`src/rtl/ldm_stm_pkg.sv`:
```
// Shared types and constants for the LDM/STM block-transfer sequencer.
package ldm_stm_pkg;

   localparam int WORD_BYTES = 4;

   typedef enum logic [1:0] {
      ST_IDLE  = 2'd0,
      ST_ISSUE = 2'd1,
      ST_WB    = 2'd2,
      ST_DONE  = 2'd3
   } state_e;

   typedef enum logic {
      MODE_IA = 1'b0,
      MODE_DB = 1'b1
   } mode_e;

   function automatic logic [4:0] popcount16(input logic [15:0] v);
      logic [4:0] c;
      c = '0;
      for (int i = 0; i < 16; i++) c = c + {4'b0, v[i]};
      return c;
   endfunction

endpackage

```
`src/rtl/ldm_stm_seq_if.sv`:
```
// Memory-side request/acknowledge bus of the LDM/STM sequencer.
interface ldm_stm_seq_if #(
   parameter int DATA_W = 32
) ();
   logic              mem_req;
   logic              mem_we;
   logic [DATA_W-1:0] mem_addr;
   logic [DATA_W-1:0] mem_wdata;
   logic              mem_ack;
   logic [DATA_W-1:0] mem_rdata;

   modport master (
      output mem_req, mem_we, mem_addr, mem_wdata,
      input  mem_ack, mem_rdata
   );

   modport slave (
      input  mem_req, mem_we, mem_addr, mem_wdata,
      output mem_ack, mem_rdata
   );
endinterface

```
`src/rtl/lowest_set16.sv`:
```
// Lowest-set-bit encoder over a 16-bit register mask.
module lowest_set16 (
   input  logic [15:0] vec,
   output logic [3:0]  idx,
   output logic        vld
);
   // Scan downward so the final hit is the lowest set bit.
   always_comb begin
      idx = '0;
      vld = 1'b0;
      for (int i = 15; i >= 0; i--) begin
         if (vec[i]) begin
            idx = 4'(i);
            vld = 1'b1;
         end
      end
   end
endmodule

```
`src/rtl/ldm_stm_seq.sv`:
```
// LDM/STM multi-register transfer sequencer; one word access per register, ascending addresses.
// Base-register writeback is built only when LDM_STM_WB_EN is defined.
//
// state    | meaning
// ---------+-------------------------------------------------------------
// ST_IDLE  | waiting for start; latches the transfer description
// ST_ISSUE | one memory access per set mask bit, lowest register first
// ST_WB    | single cycle for the optional base-register writeback
// ST_DONE  | done pulse, then back to idle
module ldm_stm_seq
   import ldm_stm_pkg::*;
#(
   parameter int DATA_W   = 32,
   parameter int MAX_WAIT = 0
) (
   input  logic              clk,
   input  logic              rst,
   input  logic              start,
   input  logic              is_load,
   input  logic              dec_before,
   input  logic              wb_en,
   input  logic [15:0]       reg_list,
   input  logic [3:0]        base_reg,
   input  logic [DATA_W-1:0] base_addr,
   ldm_stm_seq_if.master     mem,
   output logic [3:0]        str_addr,
   input  logic [DATA_W-1:0] str_data,
   output logic              rf_w_en,
   output logic [3:0]        rf_w_addr,
   output logic [DATA_W-1:0] rf_w_data,
   output logic              rf_wb_en,
   output logic [3:0]        rf_wb_addr,
   output logic [DATA_W-1:0] rf_wb_data,
   output logic              busy,
   output logic              done,
   output logic              timeout_err
);

   localparam int                WAIT_W   = (MAX_WAIT > 0) ? $clog2(MAX_WAIT + 1) : 1;
   localparam logic [WAIT_W-1:0] WAIT_LIM = WAIT_W'(MAX_WAIT);
   localparam logic [DATA_W-1:0] STEP     = DATA_W'(WORD_BYTES);

   state_e            state, state_n;
   logic              is_load_q;
   mode_e             mode_q;
   logic [3:0]        base_reg_q;
   logic [DATA_W-1:0] base_addr_q;
   logic [DATA_W-1:0] addr_q;
   logic [15:0]       mask_q;
   logic [4:0]        count_q;
   logic [WAIT_W-1:0] wait_cnt;
   logic              wb_allow_q;
   logic              rf_w_en_q;
   logic [3:0]        rf_w_addr_q;
   logic [DATA_W-1:0] rf_w_data_q;

   logic [4:0]        count_in;
   logic [DATA_W-1:0] span_in, span_q;
   logic [3:0]        cur_idx;
   logic              cur_vld;
   logic [15:0]       mask_rest;
   logic              timeout_hit;
   logic              acc_done;
   logic              wb_allow_in;

   lowest_set16 u_pick (
      .vec (mask_q),
      .idx (cur_idx),
      .vld (cur_vld)
   );

   assign count_in    = popcount16(reg_list);
   assign span_in     = DATA_W'(count_in) * STEP;
   assign span_q      = DATA_W'(count_q) * STEP;
   assign mask_rest   = mask_q & ~(16'h0001 << cur_idx);
   // Timeout is taken in the cycle after MAX_WAIT unacknowledged request cycles, with mem_req dropped.
   assign timeout_hit = (MAX_WAIT > 0) && (wait_cnt == WAIT_LIM);
   assign acc_done    = (state == ST_ISSUE) && !timeout_hit && cur_vld && mem.mem_ack;

`ifdef LDM_STM_WB_EN
   // A load that overwrites the base register wins over the writeback.
   assign wb_allow_in = wb_en && !(is_load && reg_list[base_reg]);
`else
   logic unused_wb_en;
   assign unused_wb_en = wb_en;
   assign wb_allow_in  = 1'b0;
`endif

   always_ff @(posedge clk) begin
      if (rst) begin
         state       <= ST_IDLE;
         is_load_q   <= 1'b0;
         mode_q      <= MODE_IA;
         base_reg_q  <= '0;
         base_addr_q <= '0;
         addr_q      <= '0;
         mask_q      <= '0;
         count_q     <= '0;
         wait_cnt    <= '0;
         wb_allow_q  <= 1'b0;
         rf_w_en_q   <= 1'b0;
         rf_w_addr_q <= '0;
         rf_w_data_q <= '0;
      end else begin
         state     <= state_n;
         rf_w_en_q <= 1'b0;
         if (state == ST_IDLE && start) begin
            is_load_q   <= is_load;
            mode_q      <= mode_e'(dec_before);
            base_reg_q  <= base_reg;
            base_addr_q <= base_addr;
            addr_q      <= dec_before ? (base_addr - span_in) : base_addr;
            mask_q      <= reg_list;
            count_q     <= count_in;
            wait_cnt    <= '0;
            wb_allow_q  <= wb_allow_in;
         end
         if (acc_done) begin
            mask_q   <= mask_rest;
            addr_q   <= addr_q + STEP;
            wait_cnt <= '0;
            if (is_load_q) begin
               rf_w_en_q   <= 1'b1;
               rf_w_addr_q <= cur_idx;
               rf_w_data_q <= mem.mem_rdata;
            end
         end else if (state == ST_ISSUE && !timeout_hit && MAX_WAIT > 0) begin
            wait_cnt <= wait_cnt + 1'b1;
         end
      end
   end

   always_comb begin
      state_n       = state;
      mem.mem_req   = 1'b0;
      mem.mem_we    = 1'b0;
      mem.mem_addr  = '0;
      mem.mem_wdata = '0;
      str_addr      = '0;
      rf_wb_en      = 1'b0;
      rf_wb_addr    = '0;
      rf_wb_data    = '0;
      busy          = (state != ST_IDLE);
      done          = 1'b0;
      timeout_err   = 1'b0;
      case (state)
         ST_IDLE: begin
            if (start) state_n = (reg_list == 16'h0000) ? ST_WB : ST_ISSUE;
         end
         ST_ISSUE: begin
            if (timeout_hit) begin
               timeout_err = 1'b1;
               state_n     = ST_DONE;
            end else if (!cur_vld) begin
               state_n = ST_WB;
            end else begin
               mem.mem_req   = 1'b1;
               mem.mem_we    = !is_load_q;
               mem.mem_addr  = addr_q;
               mem.mem_wdata = is_load_q ? '0 : str_data;
               str_addr      = cur_idx;
               if (mem.mem_ack && mask_rest == 16'h0000) state_n = ST_WB;
            end
         end
         ST_WB: begin
            state_n = ST_DONE;
            if (wb_allow_q) begin
               rf_wb_en   = 1'b1;
               rf_wb_addr = base_reg_q;
               rf_wb_data = (mode_q == MODE_DB) ? (base_addr_q - span_q) : (base_addr_q + span_q);
            end
         end
         ST_DONE: begin
            done    = 1'b1;
            state_n = ST_IDLE;
         end
         default: state_n = ST_IDLE;
      endcase
   end

   assign rf_w_en   = rf_w_en_q;
   assign rf_w_addr = rf_w_addr_q;
   assign rf_w_data = rf_w_data_q;

endmodule

```
`src/flat_wrapper.sv`:
```
// flat-port wrapper written by rule: the top's interface ports become plain ports
module ldm_stm_seq_flat import ldm_stm_pkg::*;
#(
   parameter int DATA_W   = 32,
   parameter int MAX_WAIT = 0
)
  (clk, rst, start, is_load, dec_before, wb_en, reg_list, base_reg, base_addr, str_addr, str_data, rf_w_en, rf_w_addr, rf_w_data, rf_wb_en, rf_wb_addr, rf_wb_data, busy, done, timeout_err, mem_mem_req, mem_mem_we, mem_mem_addr, mem_mem_wdata, mem_mem_ack, mem_mem_rdata);
  ldm_stm_seq_if #(.DATA_W(DATA_W)) mem_i ();
  input  logic clk;
  input  logic rst;
  input  logic start;
  input  logic is_load;
  input  logic dec_before;
  input  logic wb_en;
  input  logic [15:0] reg_list;
  input  logic [3:0] base_reg;
  input  logic [DATA_W-1:0] base_addr;
  output logic [3:0] str_addr;
  input  logic [DATA_W-1:0] str_data;
  output logic rf_w_en;
  output logic [3:0] rf_w_addr;
  output logic [DATA_W-1:0] rf_w_data;
  output logic rf_wb_en;
  output logic [3:0] rf_wb_addr;
  output logic [DATA_W-1:0] rf_wb_data;
  output logic busy;
  output logic done;
  output logic timeout_err;
  output wire logic [$bits(mem_i.mem_req)-1:0] mem_mem_req;
  output wire logic [$bits(mem_i.mem_we)-1:0] mem_mem_we;
  output wire logic [$bits(mem_i.mem_addr)-1:0] mem_mem_addr;
  output wire logic [$bits(mem_i.mem_wdata)-1:0] mem_mem_wdata;
  input wire logic [$bits(mem_i.mem_ack)-1:0] mem_mem_ack;
  input wire logic [$bits(mem_i.mem_rdata)-1:0] mem_mem_rdata;
  assign mem_mem_req = mem_i.mem_req;
  assign mem_mem_we = mem_i.mem_we;
  assign mem_mem_addr = mem_i.mem_addr;
  assign mem_mem_wdata = mem_i.mem_wdata;
  assign mem_i.mem_ack = mem_mem_ack;
  assign mem_i.mem_rdata = mem_mem_rdata;
  ldm_stm_seq #(.DATA_W(DATA_W), .MAX_WAIT(MAX_WAIT)) u_core (.clk(clk), .rst(rst), .start(start), .is_load(is_load), .dec_before(dec_before), .wb_en(wb_en), .reg_list(reg_list), .base_reg(base_reg), .base_addr(base_addr), .mem(mem_i), .str_addr(str_addr), .str_data(str_data), .rf_w_en(rf_w_en), .rf_w_addr(rf_w_addr), .rf_w_data(rf_w_data), .rf_wb_en(rf_wb_en), .rf_wb_addr(rf_wb_addr), .rf_wb_data(rf_wb_data), .busy(busy), .done(done), .timeout_err(timeout_err));
endmodule
```
`config.mk`:
```
export PLATFORM = sky130hd
export DESIGN_NAME = ldm_stm_seq_flat
export DESIGN_NICKNAME = d
export VERILOG_FILES = /design/src/rtl/ldm_stm_pkg.sv /design/src/rtl/ldm_stm_seq_if.sv /design/src/rtl/lowest_set16.sv /design/src/rtl/ldm_stm_seq.sv /design/src/flat_wrapper.sv
export SDC_FILE = /design/constraint.sdc
export NUM_CORES = 1
export LEC_CHECK = 0
export ABC_CLOCK_PERIOD_IN_PS = 6000
export BUFFER_PORTS_ARGS = -buffer_cell sky130_fd_sc_hd__buf_2
export CAP_MARGIN = 20
export CELL_PAD_IN_SITES_DETAIL_PLACEMENT = 1
export CELL_PAD_IN_SITES_GLOBAL_PLACEMENT = 2
export CORE_MARGIN = 10
export CORE_UTILIZATION = 26
export DETAILED_ROUTE_END_ITERATION = 7
export PLACE_DENSITY_LB_ADDON = 0.1
export SKIP_CTS_REPAIR_TIMING = 1
export SYNTH_ARGS = -nofsm -noshare
export SYNTH_HDL_FRONTEND = slang
export SYNTH_HIERARCHICAL = 1
export SYNTH_SLANG_ARGS = --single-unit
```
`constraint.sdc`:
```
create_clock -name clk -period 6 [get_ports clk]
set_input_delay 0.3 -clock clk [delete_from_list [all_inputs] [get_ports clk]]
set_output_delay 0.3 -clock clk [all_outputs]
set_load 0.05 [all_outputs]
```
==> metrics.md <==
| Metric | Value |
|---|---|
| Outcome | `complete, no violations` |
| Worst Reg-to-Reg Cells | `11` |
| Total Routing Usage GR | `between 10% and 20%` |
| Crit path arrival time | `approximately 5.6 ns` |
| Core area | `approximately 0.024 mm²` |
| RSZ-0062 raised after global routing | `no` |
| Largest stage delay on the critical path | `around 0.60 ns` |
| WHS Endpoint | `u_core/rf_w_data[3]$_SDFFE_PP0P_` |
| Register area share after synthesis | `~28%` |
| Reg2reg end | `u_core/addr_q[17]$_SDFFE_PP0P_` |
| Max Cap Viol | `0` |
| Worst r2r src | `u_core/mask_q[10]$_SDFFE_PP0P_` |
| Hold Crit Start | `mem_mem_rdata[3]` |
| First-pass GRT wire length | `41,300 µm` |
| Kind of end point of the critical path | `flop` |
| Mapped Cells | `871` |
| Area share of the largest cell type after synthesis | `between 20% and 30%` |
| Synth cell count leaders | `nand2_1 (130), a21oi_1 (89), dfxtp_1 (88), nor2_1 (53), clkbuf_1 (51)` |
| Delay-heaviest family, CP | `adder cells` |
| Hold path depth | `3` |
| Rel. slew slack | `between 30% and 40%` |
| Worst-path fanout max | `18` |
| Synth area leader | `dfxtp_1` |
| Initial DRT Pass Iterations | `4` |
| Post-route ant nets | `0` |
| WP buf/inv | `4` |
| Initial antenna violation count | `0` |
| Met2 Resource Use GR | `roughly 28%` |
| Root buf cell | `clkbuf_16` |
| Placement Cell Area | `around 0.0077 mm²` |
| Ports | `270` |
| Slew Limit Fails | `0` |
| Layout cell share with drive strength beyond 1 | `26.0%` |
| Num rows | `57` |
| Drc violations | `0` |
| Critical-path cell list | `buf_2 -> inv_1 -> fa_1 -> fa_1 -> fa_1 -> fa_1 -> inv_1 -> ha_1 -> inv_1 -> fa_1 -> nor2b_1 -> o21ai_0 -> ha_1 -> or3b_1 -> or3_1 -> or4_1 -> a32o_1 -> a21oi_1` |
| CTS tree | `built` |
| Mapped cell area | `roughly 0.0064 mm²` |
| Clk_skew | `0.00485 ns` |
| Fin crit period | `between 5 and 6 ns` |
| Mean Syn Cell Area | `roughly 7.3 µm²` |
| R2R Setup Slk | `about 2.5 ns` |
| Clock transition at path regs | `0.07 ns` |
| Synthesis Warnings | `6` |
| LEAKAGE | `about 3.6 nW` |
| Worst hold-check path type | `input pin to flop` |
| Synth top area cells | `dfxtp_1 (28%), nand2_1 (7.7%), a21oi_1 (7.0%)` |
| H-tree levels | `3` |
| Critical path launch point type | `input pin` |
| Clock latency on the worst-skew pair | `0.35 ns` |
| Die Width | `176 µm` |
| Global route hottest layer | `met2` |
| Initial drt markers | `around 350` |
| Maximum vdd drop | `between 150 and 200 µV` |
| Post-Route WL | `roughly 27,000 µm` |
| P per Cell Area | `about 430 mW/mm²` |
| Ys flop type | `dfxtp_1` |
| Ant diodes | `0` |
| Initial Utilization | `between 20% and 30%` |
| Vias | `around 6,900` |
| HPWL Detailed | `20,600 µm` |
| Final setup viols | `0` |
| Largest net degree at the start of global routing | `53` |
| Ys async rst share | `0%` |
| Overflow after GRT | `0` |
| Yosys cell types | `66` |
| Fin crit share | `slightly below 90%` |
| Total die area | `0.0311 mm²` |
| Critical path class | `input pin to flop` |
| Dominant cell by count in the synthesized netlist | `nand2_1` |
| Met3 usage | `under 10%` |
| Port-buffer cells | `226` |
| Area growth, synth to finish | `25.5%` |
| Chip Height | `176 µm` |
| Vias in the first global route | `7,088` |
| Vias per cell | `4.91` |
| Final net count | `1,221` |
| Final hold vios | `0` |
| Seq cells post-synth | `88` |
| Final instance area | `0.00799 mm²` |
| Setup tns final | `0 ns` |
| Drt wl/cell | `a little under 20 µm` |
| Most Frequent Cell on Critical Path | `fa_1` |
| CP max stage cell | `or3_1` |
| Worst EP required | `between 6 and 7 ns` |
| Max clock buf depth | `2` |
| GPL Wtd Cong | `0.770` |
| EDFF count, synth | `0` |
| M1 GR Usage | `a little over a fifth` |
| CTS Buf Count | `9` |
| CTS Sinks | `88` |
| Slew @ Worst Pin | `1.04 ns` |
| Max frequency | `188 MHz` |
## report_power, final
group	switching [W]	leakage [nW]	total [W]	internal, W
Clock	0.000292	0.144	0.000588	0.000295
Combinational	0.00141	2.74	0.00203	0.000614
Sequential	0.000131	0.717	0.000806	0.000675
Total	0.00183	3.60	0.00342	0.00158
## logic make-up (layout without fill, tap and decap cells)
kind of cell / after synthesis / after routing / share of synthesized area, %
other: 1 / 38 / 0.0589
XOR/XNOR: 21 / 21 / 2.89
AO/OA/AOI/OAI: 213 / 213 / 20.7
adder cells (fa/ha/maj): 28 / 28 / 6.80
flip-flops: 88 / 88 / 27.7
buffers and inverters: 134 / 301 / 10.3
multiplexers: 3 / 3 / 0.492
AND/OR/NAND/NOR: 383 / 383 / 31.1
## worst max-delay path by stage
stage                 from                             end  slack, ns  cells after the start
6_report       reg_list[0]  u_core/addr_q[19]$_SDFFE_PP0P_       0.69                     18
5_1_grt        reg_list[0]  u_core/addr_q[20]$_SDFFE_PP0P_       0.38                     20
2_1_floorplan  reg_list[0]  u_core/addr_q[16]$_SDFFE_PP0P_       0.82                     21
4_1_cts        reg_list[0]  u_core/addr_q[20]$_SDFFE_PP0P_       0.66                     20
3_5_place_dp   reg_list[0]  u_core/addr_q[20]$_SDFFE_PP0P_       0.29                     20
3_3_place_gp   reg_list[0]  u_core/addr_q[20]$_SDFFE_PP0P_       0.32                     20
## sequential cells by signal, summed over array words and instances (netlist names)
name and cells:
u_core/rf_w_addr 4, u_core/mask_q 16, u_core/addr_q 32, u_core/rf_w_en 1
u_core/rf_w_data 32, u_core/is_load_q 1, u_core/state 2
## worst min-delay path, cell delays in order
cell and delay (ns):
buf_2 0.09, nand2_1 0.04, a21oi_1 0.05
## layer usage
layer  share of wire, %  vias up
met5                  0        -
met4               0.48        0
met3                5.0        9
met2                 48      154
met1                 46     3298
li1                   -     3412
## placed cells by master (no fill, tap or decap), drive strengths merged, types with 4 or more instances in the layout
master / netlist / layout
clkbuf: 51 / 9
a211oi: 10 / 10
and3: 40 / 40
nand4: 12 / 12
o211ai: 4 / 4
o21ai: 36 / 36
a311oi: 6 / 6
a31oi: 14 / 14
nor3: 24 / 24
o22ai: 6 / 6
o31a: 5 / 5
or4: 10 / 10
nand3: 16 / 16
ha: 17 / 17
o31ai: 6 / 6
nor2b: 10 / 10
and2: 33 / 33
or2: 6 / 6
fa: 11 / 11
dfxtp: 88 / 88
xor2: 12 / 12
or3: 11 / 11
a22oi: 6 / 6
nand2: 130 / 130
xnor2: 9 / 9
buf: 42 / 244
nand2b: 4 / 4
inv: 41 / 44
a21oi: 89 / 89
conb: 1 / 38
nor4b: 6 / 6
nor2: 53 / 53
and4: 4 / 4
nor4: 16 / 16
## cell type report
class / instances / area, µm²
clock buffers: 9 / 225
clock inverters: 7 / 75.1
fillers: 3039 / 16200
inverters: 41 / 154
multi-input cells: 686 / 4100
flip-flops and latches: 88 / 1760
well taps: 324 / 405
repair buffers: 244 / 1270
## metrics by stage
step	total power [W]	utilization (%)	setup WS, ns	hold WS (ns)	cells
detailed placement	0.00286	31.8	0.286	0.444	1383
finish	0.00342	33.0	0.693	0.175	1399
CTS	0.00347	33.0	0.659	0.155	1399
floorplan	0.00226	-	0.824	0.432	908
global route	0.00370	33.0	0.377	0.156	1399
global placement	0.00286	31.8	0.319	0.440	1383
No activity file was read; power rests on OpenSTA's default activity.
